`src/rtl/byte_packet_assembler.sv`:
```
// Packs a host byte stream, MSB byte first, into PKT_WIDTH-bit packets and buffers completed
// packets in a small FIFO behind a valid/ready output port. A synchronous flush drops any partial packet.
module byte_packet_assembler #(
    parameter int unsigned PKT_WIDTH  = 24,
    parameter int unsigned FIFO_DEPTH = 2
) (
    input  logic                 clk,
    input  logic                 arstn,
    input  logic                 in_valid,
    output logic                 in_ready,
    input  logic [7:0]           in_data,
    input  logic                 flush,
    output logic                 out_valid,
    input  logic                 out_ready,
    output logic [PKT_WIDTH-1:0] out_data,
    output logic                 busy
);
    localparam int unsigned PKT_BYTES = (PKT_WIDTH + 7) / 8;
    localparam int unsigned IDX_W     = (PKT_BYTES > 1) ? $clog2(PKT_BYTES) : 1;
    localparam int unsigned PTR_W     = (FIFO_DEPTH > 1) ? $clog2(FIFO_DEPTH) : 1;
    localparam int unsigned CNT_W     = $clog2(FIFO_DEPTH + 1);
    // Only the low PKT_WIDTH-8 bits of the accumulator can reach a packet; the pad bits
    // of the first byte are never stored.
    localparam int unsigned ACC_W     = (PKT_WIDTH > 8) ? PKT_WIDTH - 8 : 1;

    localparam logic [IDX_W-1:0] LastIdx = IDX_W'(PKT_BYTES - 1);
    localparam logic [PTR_W-1:0] LastPtr = PTR_W'(FIFO_DEPTH - 1);
    localparam logic [CNT_W-1:0] FullCnt = CNT_W'(FIFO_DEPTH);

    logic [ACC_W-1:0]     acc_q, acc_d;
    logic [IDX_W-1:0]     byte_idx_q, byte_idx_d;
    logic [PTR_W-1:0]     wr_q, wr_d;
    logic [PTR_W-1:0]     rd_q, rd_d;
    logic [CNT_W-1:0]     count_q, count_d;
    logic [PKT_WIDTH-1:0] mem_q [FIFO_DEPTH];
    logic [PKT_WIDTH-1:0] mem_d [FIFO_DEPTH];

    logic [PKT_WIDTH-1:0] packet;
    logic                 last_byte;
    logic                 accept;
    logic                 push;
    logic                 pop;

    if (PKT_BYTES == 1) begin : g_single
        assign packet = in_data[PKT_WIDTH-1:0];
    end else begin : g_multi
        assign packet = {acc_q, in_data};
    end

    function automatic logic [PTR_W-1:0] ptr_inc(input logic [PTR_W-1:0] p);
        return (p == LastPtr) ? '0 : p + PTR_W'(1);
    endfunction

    always_comb begin
        last_byte = (byte_idx_q == LastIdx);
        // Registered-state only: a pop in a full cycle frees space from the next cycle on.
        in_ready  = !last_byte || (count_q < FullCnt);
        accept    = in_valid && in_ready;
        push      = accept && !flush && last_byte;
        pop       = (count_q != '0) && out_ready;
        out_valid = (count_q != '0);
        out_data  = mem_q[rd_q];
        busy      = (byte_idx_q != '0);
    end

    always_comb begin
        acc_d      = acc_q;
        byte_idx_d = byte_idx_q;
        wr_d       = wr_q;
        rd_d       = rd_q;
        count_d    = count_q;
        mem_d      = mem_q;

        if (flush) begin
            acc_d      = '0;
            byte_idx_d = '0;
        end else if (accept) begin
            if (last_byte) begin
                acc_d        = '0;
                byte_idx_d   = '0;
                mem_d[wr_q]  = packet;
                wr_d         = ptr_inc(wr_q);
            end else begin
                acc_d      = packet[ACC_W-1:0];
                byte_idx_d = byte_idx_q + IDX_W'(1);
            end
        end

        if (pop) begin
            rd_d = ptr_inc(rd_q);
        end

        unique case ({push, pop})
            2'b10:   count_d = count_q + CNT_W'(1);
            2'b01:   count_d = count_q - CNT_W'(1);
            default: count_d = count_q;
        endcase
    end

    always_ff @(posedge clk or negedge arstn) begin
        if (!arstn) begin
            acc_q      <= '0;
            byte_idx_q <= '0;
            wr_q       <= '0;
            rd_q       <= '0;
            count_q    <= '0;
            for (int i = 0; i < FIFO_DEPTH; i++) begin
                mem_q[i] <= '0;
            end
        end else begin
            acc_q      <= acc_d;
            byte_idx_q <= byte_idx_d;
            wr_q       <= wr_d;
            rd_q       <= rd_d;
            count_q    <= count_d;
            mem_q      <= mem_d;
        end
    end

endmodule
```
`config.mk`:
```
export PLATFORM = sky130hd
export DESIGN_NAME = byte_packet_assembler
export DESIGN_NICKNAME = d
export VERILOG_FILES = /design/src/rtl/byte_packet_assembler.sv
export SDC_FILE = /design/constraint.sdc
export NUM_CORES = 1
export LEC_CHECK = 0
export BUFFER_PORTS_ARGS = -buffer_cell sky130_fd_sc_hd__buf_2
export CORE_MARGIN = 2
export CORE_UTILIZATION = 33
export DETAILED_ROUTE_END_ITERATION = 12
export GPL_ROUTABILITY_DRIVEN = 0
export SYNTH_ARGS = -nofsm -noshare
export SYNTH_HDL_FRONTEND = slang
export SYNTH_SLANG_ARGS = --single-unit
```
`constraint.sdc`:
```
create_clock -name clk -period 3.5 [get_ports clk]
set_input_delay 0.7 -clock clk [delete_from_list [all_inputs] [get_ports clk]]
set_output_delay 0.7 -clock clk [all_outputs]
set_load 0.03 [all_outputs]
```
==> results of run 1 <==
[Yosys cell counts (all sizes together), types with 2 or more instances]
master / n / area, sq um
buf: 7 / 48.8
clkbuf: 3 / 11.3
a22o: 16 / 140
nor2: 2 / 7.51
a21oi: 3 / 15.0
dfrtp: 70 / 1750
mux2: 72 / 811
xnor2: 3 / 26.3
or2: 2 / 12.5
nand3b: 3 / 26.3
xor2: 2 / 17.5
nor2b: 2 / 12.5
[routing by layer]
| layer | vias to the layer above | wire, um | track usage [%] |
|---|---|---|---|
| li1 | 798 | - | - |
| met1 | 880 | 2900 | 17.5 |
| met2 | 30 | 2380 | 16.8 |
| met3 | 10 | 119 | 2.06 |
| met4 | 0 | 139 | 7.06 |
| met5 | - | 0 | 0 |
[final cells by class]
cell class              instances  area share, %
flip-flops and latches         70           50.1
inverters                       1          0.107
repair buffers                 45           7.23
clock inverters                 5           1.65
multi-input cells             113           32.7
well taps                     108           3.87
clock buffers                  11           4.33
[final timing paths]
kind	endpoint	slack (ns)
min reg2reg	mem_q[13]	0.48
max reg2reg	mem_q[40]	1.50
max	out_data[18]	0.91
max in group asynchronous	acc_q[2]	2.71
min in group clk	mem_q[13]	0.48
min	mem_q[1]	0.38
[registers in the layout, summed over array words and instances (netlist names)]
signal	count
wr_q	1
acc_q	16
count_q	2
byte_idx_q	2
rd_q	1
mem_q	48
[cells by family after synthesis]
group,Yosys count,share of synthesized area (%)
mux,72,27.4
flops,70,59.2
compound gates,20,5.41
simple gates,15,3.93
buf+inv,11,2.16
xor+xnor,5,1.48
fa+ha+maj,1,0.423
[stage by stage]
| stage | hold WS, ns | utilization, % | cell area [sq um] | total power [W] |
|---|---|---|---|---|
| 6_report | 0.378 | 40.1 | 3500 | 0.00213 |
| 2_1_floorplan | 0.404 | - | 2960 | 0.00133 |
| 3_3_place_gp | 0.461 | 37.7 | 3290 | 0.00148 |
| 5_1_grt | 0.397 | 40.1 | 3500 | 0.00224 |
| 4_1_cts | 0.379 | 40.1 | 3500 | 0.00216 |
| 3_5_place_dp | 0.468 | 37.7 | 3290 | 0.00149 |
[power by group]
| group | internal, W | leakage, nW | switching, W |
|---|---|---|---|
| clock | 0.000367 | 0.0976 | 0.000299 |
| sequential | 0.000902 | 0.954 | 0.0000984 |
| combinational | 0.000224 | 0.769 | 0.000239 |
[worst reg2reg max path, delay by kind of cell (launching register included)]
| family | cells | cell delay [ns] |
|---|---|---|
| flops | 1 | 0.47 |
| simple gates | 2 | 0.91 |
| mux | 1 | 0.50 |
==> impl_metrics.json, run 1 <==
{
  "outcome": "finished, final reports clean",
  "slowest_stage": "dfrtp_1",
  "hold_viol_final": 0,
  "crit_family": "flip-flops",
  "async_flop_share_pct": 100,
  "grt_antenna_before_repair": 0,
  "synthesis.nets": 208,
  "fin_nets": 254,
  "crit_path_cell_trace": "buf_12 -> mux2_2 -> buf_2",
  "diodes": 0,
  "synthFlopType": "dfrtp_1",
  "grt_usage_pct": 12.0,
  "final-max-slew-violation-count": 0,
  "post-cts-setup-buffer-count": 0,
  "crit_type": "reg2out",
  "syn_area_sq_um": 2960,
  "routed_wl_mm": 5.54,
  "syn_inst": 194,
  "syn_avg_cell_area_sq_um": 15.3,
  "wl_per_cell_um": 15.7,
  "critPathArrivalTime_ns": 1.89,
  "multi_input_area_sq_um": 1140,
  "leakage_nw": 1.82,
  "drtIter0Drc": 76,
  "clkLatencyLatePin_ns": 0.33,
  "die_w_um": 98.7,
  "grt_first_pass_wirelength_mm": 9.21,
  "grt_max_degree": 41,
  "dieArea_sq_um": 9740,
  "drv_cap": 0,
  "ys_types": 26,
  "core-area_sq_um": 8720,
  "setup_viol": 0,
  "grt_pass1_vias": 1786,
  "slew_headroom_pct": 52.8,
  "postCtsHoldBufs": 0,
  "fin_tns_setup_ns": 0,
  "ys_seq_elements": 70,
  "synth_edf_count": 0,
  "mostFrequentLayoutCells": "dfrtp_1 (70), mux2_2 (52), buf_2 (39), mux2_1 (20), a22o_1 (16)",
  "start_util_pct": 33.9,
  "max-clock-path-buffers": 2,
  "drc_errors": 0,
  "cts_sinks": 70,
  "seq_area_sq_um": 1750,
  "worstPathMaxFanout": 14,
  "cp_num_cells": 3,
  "fmax_mhz": 386,
  "min_period_ns": 2.59,
  "drive_gt1_share_pct": 48.2,
  "critPathBufInv": 2,
  "dr.pass1.iters": 4,
  "cts-root-buf": "clkbuf_8",
  "n_fill_cell": 806,
  "critPathLaunch": "rd_q",
  "critical_path_required_ns": 2.80,
  "tightest_slew_ns": 0.704,
  "max_stage_delay_ns": 0.79,
  "final_common_cell": "dfrtp_1",
  "r2r-start": "byte_idx_q[0]",
  "cts_max_level": 3,
  "startpoint_type": "flip-flop",
  "cts.reportedPaths.clkPinSlew_ns": 0.08,
  "finClkSkew_ns": 0.00896,
  "synth_warnings": 0,
  "post-route-period-util_pct": 74.0,
  "peakVddDrop_mv": 0.223,
  "power_density_nw_per_um2": 609,
  "ff2ff_path_depth": 3,
  "postRouteAntennaNets": 0,
  "die_h_um": 98.7,
  "final_cell_count_no_fill": 353,
  "dp_hpwl_mm": 3.60,
  "rsz0062_at_grt": "false",
  "place_worst_setup_slack_ns": 1.08,
  "hold_path_class": "in2async",
  "vias": 1718,
  "pin_count": 40,
  "grt.overflow.total": 0,
  "cts_tree": "yes",
  "ys_seq_area_share_pct": 59.2,
  "dp_cells": 337,
  "cts-buffers-inserted": 9,
  "viasPerCell": 4.87,
  "end_kind": "output port",
  "portBuffers": 39,
  "fin_ws_ns": 0.910,
  "area_growth_pct": 18.1,
  "cts_resized": 0,
  "row_count": 34
}
(Power assumes the default switching activity.)
==> inputs of run 2 (changes only) <==
- clock period: 3.5 -> 2.6 ns (I/O delays scaled with it)
==> impl_metrics.json, run 2 (synthesis results as in run 1) <==
{
  "core-area_sq_um": 8720,
  "postCtsHoldBufs": 0,
  "r2r-start": "byte_idx_q[0]",
  "grt_antenna_before_repair": 0,
  "crit_family": "buffers and inverters",
  "drtIter0Drc": 113,
  "power_density_nw_per_um2": 808,
  "hold_viol_final": 0,
  "hold_path_class": "in2async",
  "reg.largest.list": "mem_q (48), acc_q (16)",
  "dp_hpwl_mm": 3.55,
  "grt_usage_pct": 12.4,
  "ff2ff_path_depth": 4,
  "critical_path_required_ns": 2.08,
  "cts_sinks": 70,
  "fmax_mhz": 500,
  "die_w_um": 98.7,
  "tightest_slew_ns": 0.382,
  "post-route-period-util_pct": 77.0,
  "slowest_stage": "mux2_2",
  "postRouteAntennaNets": 0,
  "largest_reg_flops": 48,
  "row_count": 34,
  "finClkSkew_ns": 0.00610,
  "max-clock-path-buffers": 2,
  "area_growth_pct": 18.1,
  "worstPathMaxFanout": 14,
  "diodes": 0,
  "internal-power_w": 0.00200,
  "dieArea_sq_um": 9740,
  "pin_count": 40,
  "multi_input_area_sq_um": 1140,
  "outcome": "finished, final reports clean",
  "dr_wl_met2_mm": 2.46,
  "crit_path_cell_trace": "buf_4 -> mux2_2 -> buf_2",
  "largest_register": "mem_q",
  "fin_tns_setup_ns": 0,
  "r2r_slack_ns": 0.75,
  "vias": 1707,
  "crit_type": "reg2out",
  "dr.pass1.iters": 4,
  "cts_max_level": 3,
  "setup_viol": 0,
  "post-cts-setup-buffer-count": 0,
  "pwr-share-clk_pct": 30.8,
  "rsz0062_at_grt": "false",
  "switching_share_pct": 29.2,
  "final-max-slew-violation-count": 0,
  "n_fill_cell": 800,
  "wl_met3_um": 141,
  "cts-root-buf": "clkbuf_8",
  "wl_per_cell_um": 15.5,
  "cts_resized": 0,
  "cts_tree": "yes",
  "leakage_nw": 1.83,
  "end_kind": "output port",
  "sequentialPowerShare_pct": 46.1,
  "start_util_pct": 33.9,
  "grt.overflow.total": 0,
  "p_switching_w": 0.000825,
  "max_stage_delay_ns": 0.37,
  "portBuffers": 39,
  "seq_area_sq_um": 1750,
  "drive_gt1_share_pct": 48.0,
  "wl_met1_mm": 2.76,
  "startpoint_type": "flip-flop",
  "die_h_um": 98.7,
  "regToRegEndpoint": "mem_q[0]",
  "grt_max_degree": 71,
  "critPathBufInv": 2,
  "viasPerCell": 4.82,
  "critPathArrivalTime_ns": 1.48,
  "fin_util_pct": 40.1,
  "grt_pass1_vias": 1794,
  "mostFrequentLayoutCells": "dfrtp_1 (70), mux2_2 (52), buf_2 (39), mux2_1 (20), a22o_1 (16)",
  "drv_cap": 0,
  "final_common_cell": "dfrtp_1",
  "clkLatencyLatePin_ns": 0.34,
  "drc_errors": 0,
  "slew_headroom_pct": 74.5,
  "routed_wl_mm": 5.50,
  "fin_nets": 255,
  "cts-buffers-inserted": 9,
  "combPwrFrac_pct": 23.1,
  "grt_first_pass_wirelength_mm": 9.38,
  "top_layer_used": "met4",
  "peakVddDrop_mv": 0.309,
  "cts.reportedPaths.clkPinSlew_ns": 0.07,
  "min_period_ns": 2.00
}
-- run 2: cell count changes in the layout (fill, tap and decap cells not counted), sizes merged --
cell and delta:
buf +1, clkbuf +1, clkinv +2, clkinvlp -3
-- run 2: stage by stage --
stage / setup slack, ns / std cells / power, W / hold WS, ns / cell area [sq um]
finish: 0.598 / 354 / 0.00282 / 0.187 / 3490
global route: 0.503 / 354 / 0.00299 / 0.220 / 3490
CTS: 0.570 / 354 / 0.00288 / 0.210 / 3490
detailed placement: 0.522 / 338 / 0.00199 / 0.469 / 3290
global placement: 0.557 / 338 / 0.00198 / 0.461 / 3290
floorplan: 0.717 / 194 / 0.00179 / 0.224 / 2960
-- run 2: worst reg2reg max path, cell delays in order, from the launching register on --
cell and delay (ns):
dfrtp_1 0.46, nor4b_4 0.35, and3_1 0.20, buf_4 0.35
mux2_2 0.38
-- run 2: how the worst max path moves through the flow --
| stage | startpoint | endpoint | slack [ns] | cells past startpoint |
|---|---|---|---|---|
| after floorplan | rd_q | out_data[13] | 0.72 | 3 |
| after global placement | flush | mem_q[3] | 0.56 | 5 |
| after detailed placement | flush | mem_q[0] | 0.52 | 5 |
| after CTS | rd_q | out_data[19] | 0.57 | 3 |
| after global routing | rd_q | out_data[19] | 0.50 | 3 |
| final | rd_q | out_data[19] | 0.60 | 3 |
-- run 2: layout make-up --
| type | instances | share of cell area, % |
|---|---|---|
| sequential | 70 | 50.1 |
| multi-input combinational | 113 | 32.7 |
| timing repair buffer | 46 | 7.45 |
| clock buffer | 12 | 4.44 |
| tap | 108 | 3.87 |
| clock inverter | 4 | 1.29 |
| inverter | 1 | 0.107 |
-- run 2: power by group through the flow --
stage / sequential, W / clock, W / combinational, W
2_1_floorplan: 0.00129 / 0 / 0.000491
3_3_place_gp: 0.00132 / 0 / 0.000664
3_5_place_dp: 0.00132 / 0 / 0.000663
4_1_cts: 0.00130 / 0.000905 / 0.000667
5_1_grt: 0.00132 / 0.000962 / 0.000707
6_report: 0.00130 / 0.000870 / 0.000651
-- run 2: per-layer routing --
metal	vias to the layer above	track usage, %
li1	789	-
met1	878	17.6
met2	30	17.5
met3	10	2.77
met4	0	6.95
met5	-	0
==> inputs of run 3 (changes only) <==
- ABC_AREA: not set -> 1
- clock period: 2.6 -> 1.8 ns (I/O delays scaled with it)
==> impl_metrics.json, run 3 <==
{
  "setup_viol": 0,
  "grt_max_degree": 49,
  "synthFlopType": "dfrtp_1",
  "p_total_w": 0.00578,
  "routed_wl_mm": 7.61,
  "synth_top_area_share_pct": 56.4,
  "syn_avg_cell_area_sq_um": 8.09,
  "cts-root-buf": "clkbuf_8",
  "grt_usage_pct": 16.5,
  "cts_max_level": 3,
  "drc_errors": 0,
  "ys_seq_elements": 70,
  "regToRegEndpoint": "count_q[1]",
  "wl_met3_um": 376,
  "critical_path_required_ns": 1.44,
  "vias": 2636,
  "grt.overflow.total": 0,
  "yosys.area.top_type": "dfrtp_1",
  "rsz0062_at_grt": "true",
  "startpoint_type": "flip-flop",
  "min_period_ns": 1.70,
  "top_layer_used": "met4",
  "seq_area_sq_um": 1750,
  "cts-buffers-inserted": 9,
  "largest_register": "mem_q",
  "synth_common_cells": "nand2_1 (175), dfrtp_1 (70), nand3_1 (59), inv_1 (22), o21ai_0 (11)",
  "mostFrequentLayoutCells": "nand2_1 (175), dfrtp_1 (70), nand3_1 (59), buf_2 (35), inv_1 (22)",
  "diodes": 0,
  "syn_inst": 384,
  "tightest_slew_ns": 0.612,
  "critPathArrivalTime_ns": 1.34,
  "final_common_cell": "nand2_1",
  "dr.pass1.iters": 5,
  "synthTopCellsByArea": "dfrtp_1 (56%), nand2_1 (21%), nand3_1 (9.5%)",
  "final_cell_count_no_fill": 547,
  "wl_per_cell_um": 13.9,
  "row_count": 35,
  "synth_edf_count": 0,
  "postRouteAntennaNets": 0,
  "core-area_sq_um": 9200,
  "final-max-slew-violation-count": 0,
  "fin_nets": 445,
  "fmax_mhz": 588,
  "clkLatencyLatePin_ns": 0.34,
  "leakage_nw": 2.13,
  "r2r-start": "count_q[1]",
  "max-clock-path-buffers": 2,
  "viasPerCell": 4.82,
  "worstPathMaxFanout": 12,
  "ys_types": 23,
  "drtIter0Drc": 129,
  "multi_input_area_sq_um": 1170,
  "synth_warnings": 0,
  "outcome": "finished, final reports clean",
  "async_flop_share_pct": 100,
  "peakVddDrop_mv": 0.944,
  "die_h_um": 101,
  "largest_reg_flops": 48,
  "syn_area_sq_um": 3110,
  "wl_met1_mm": 3.63,
  "hold_path_class": "in2async",
  "n_fill_cell": 960,
  "reg.largest.list": "mem_q (48), acc_q (16)",
  "hold_viol_final": 0,
  "portBuffers": 39,
  "synthesis.nets": 398,
  "r2r_slack_ns": 0.15,
  "cts_sinks": 70,
  "die_w_um": 101,
  "slew_headroom_pct": 59.2,
  "cts.reportedPaths.clkPinSlew_ns": 0.08,
  "end_kind": "output port",
  "drv_cap": 0,
  "drive_gt1_share_pct": 18.6,
  "crit_type": "reg2out",
  "grt_antenna_before_repair": 0,
  "power_density_nw_per_um2": 1520,
  "ff2ff_path_depth": 9,
  "finClkSkew_ns": 0.00637,
  "area_growth_pct": 22.4,
  "dp_cells": 530,
  "dr_wl_met2_mm": 3.53,
  "yosysMostFrequentCell": "nand2_1",
  "post-route-period-util_pct": 94.5,
  "start_util_pct": 33.8,
  "pin_count": 40,
  "grt_pass1_vias": 2511,
  "grt_first_pass_wirelength_mm": 13.0,
  "cts_tree": "yes",
  "dieArea_sq_um": 10200,
  "ys_seq_area_share_pct": 56.4,
  "dp_hpwl_mm": 5.10
}
## run 3: cell count changes after synthesis, sizes merged, moves of 7 or more
cell    delta
nand2    +174
o22ai      +8
mux2      -72
a22o      -16
clkbuf     +7
inv       +23
nand3     +60
o21ai     +10
## run 3: routing by layer
layer / global-route usage, % / vias up
li1: - / 1309
met1: 23.9 / 1254
met2: 24.6 / 66
met3: 4.58 / 7
met4: 3.74 / 0
met5: 0 / -
## run 3: repair_timing
| action | CTS | global route |
|---|---|---|
| gates resized for setup | 0 | 9 |
| setup buffers | 0 | 1 |
| endpoints found under the setup margin | 0 | 19 |
| hold endpoints to repair | 0 | 0 |
| hold buffers | 0 | 0 |
## run 3: worst max-delay path: stages, from the launching register on
cell and delay, ns:
dfrtp_1 0.42, inv_2 0.09, buf_6 0.16, nand2_1 0.07, nand2_1 0.08, clkbuf_4 0.19
## run 3: area by class of cell
cell class / count / share of cell area (%)
clock inverters: 7 / 3.82
inverters: 25 / 2.47
flip-flops and latches: 70 / 46.1
well taps: 111 / 3.65
repair buffers: 58 / 10.1
clock buffers: 9 / 3.26
multi-input cells: 267 / 30.7
## run 3: worst max-delay path by stage
stage | cells past startpoint | slack (ns) | start | endpoint
global route | 5 | -0.0008 | rd_q | out_data[23]
global placement | 7 | 0.15 | count_q[1] | count_q[1]
CTS | 5 | 0.02 | rd_q | out_data[17]
floorplan | 9 | 0.02 | byte_idx_q[1] | count_q[1]
finish | 5 | 0.1 | rd_q | out_data[23]
detailed placement | 7 | 0.12 | count_q[1] | count_q[1]
## run 3: logic make-up (layout without fill, tap and decap cells)
family          Yosys count  count (layout)  share of synthesized area [%]
simple gates            242             242                           32.3
xor+xnor                  3               3                          0.846
fa+ha+maj                 1               1                          0.403
flops                    70              70                           56.4
buf+inv                  47              99                           6.36
compound gates           21              21                           3.70
## run 3: report_power, final
group / internal [W] / switching [W] / leakage (nW)
clock network: 0.00107 / 0.000618 / 0.130
registers: 0.00193 / 0.000220 / 0.939
logic: 0.000614 / 0.00133 / 1.06
total: 0.00362 / 0.00217 / 2.13
## run 3: metrics by stage
step                      hold slack [ns]  cell area, sq um  util, %   TNS (ns)  setup slack, ns
after floorplan                    0.0644              3120        -          0           0.0188
after global placement              0.404              3510     38.1          0            0.149
after detailed placement            0.413              3510     38.1          0            0.122
after CTS                          0.0364              3770     41.0          0           0.0174
after global routing               0.0418              3800     41.4  -0.000822        -0.000822
final                              0.0280              3800     41.4          0           0.0982
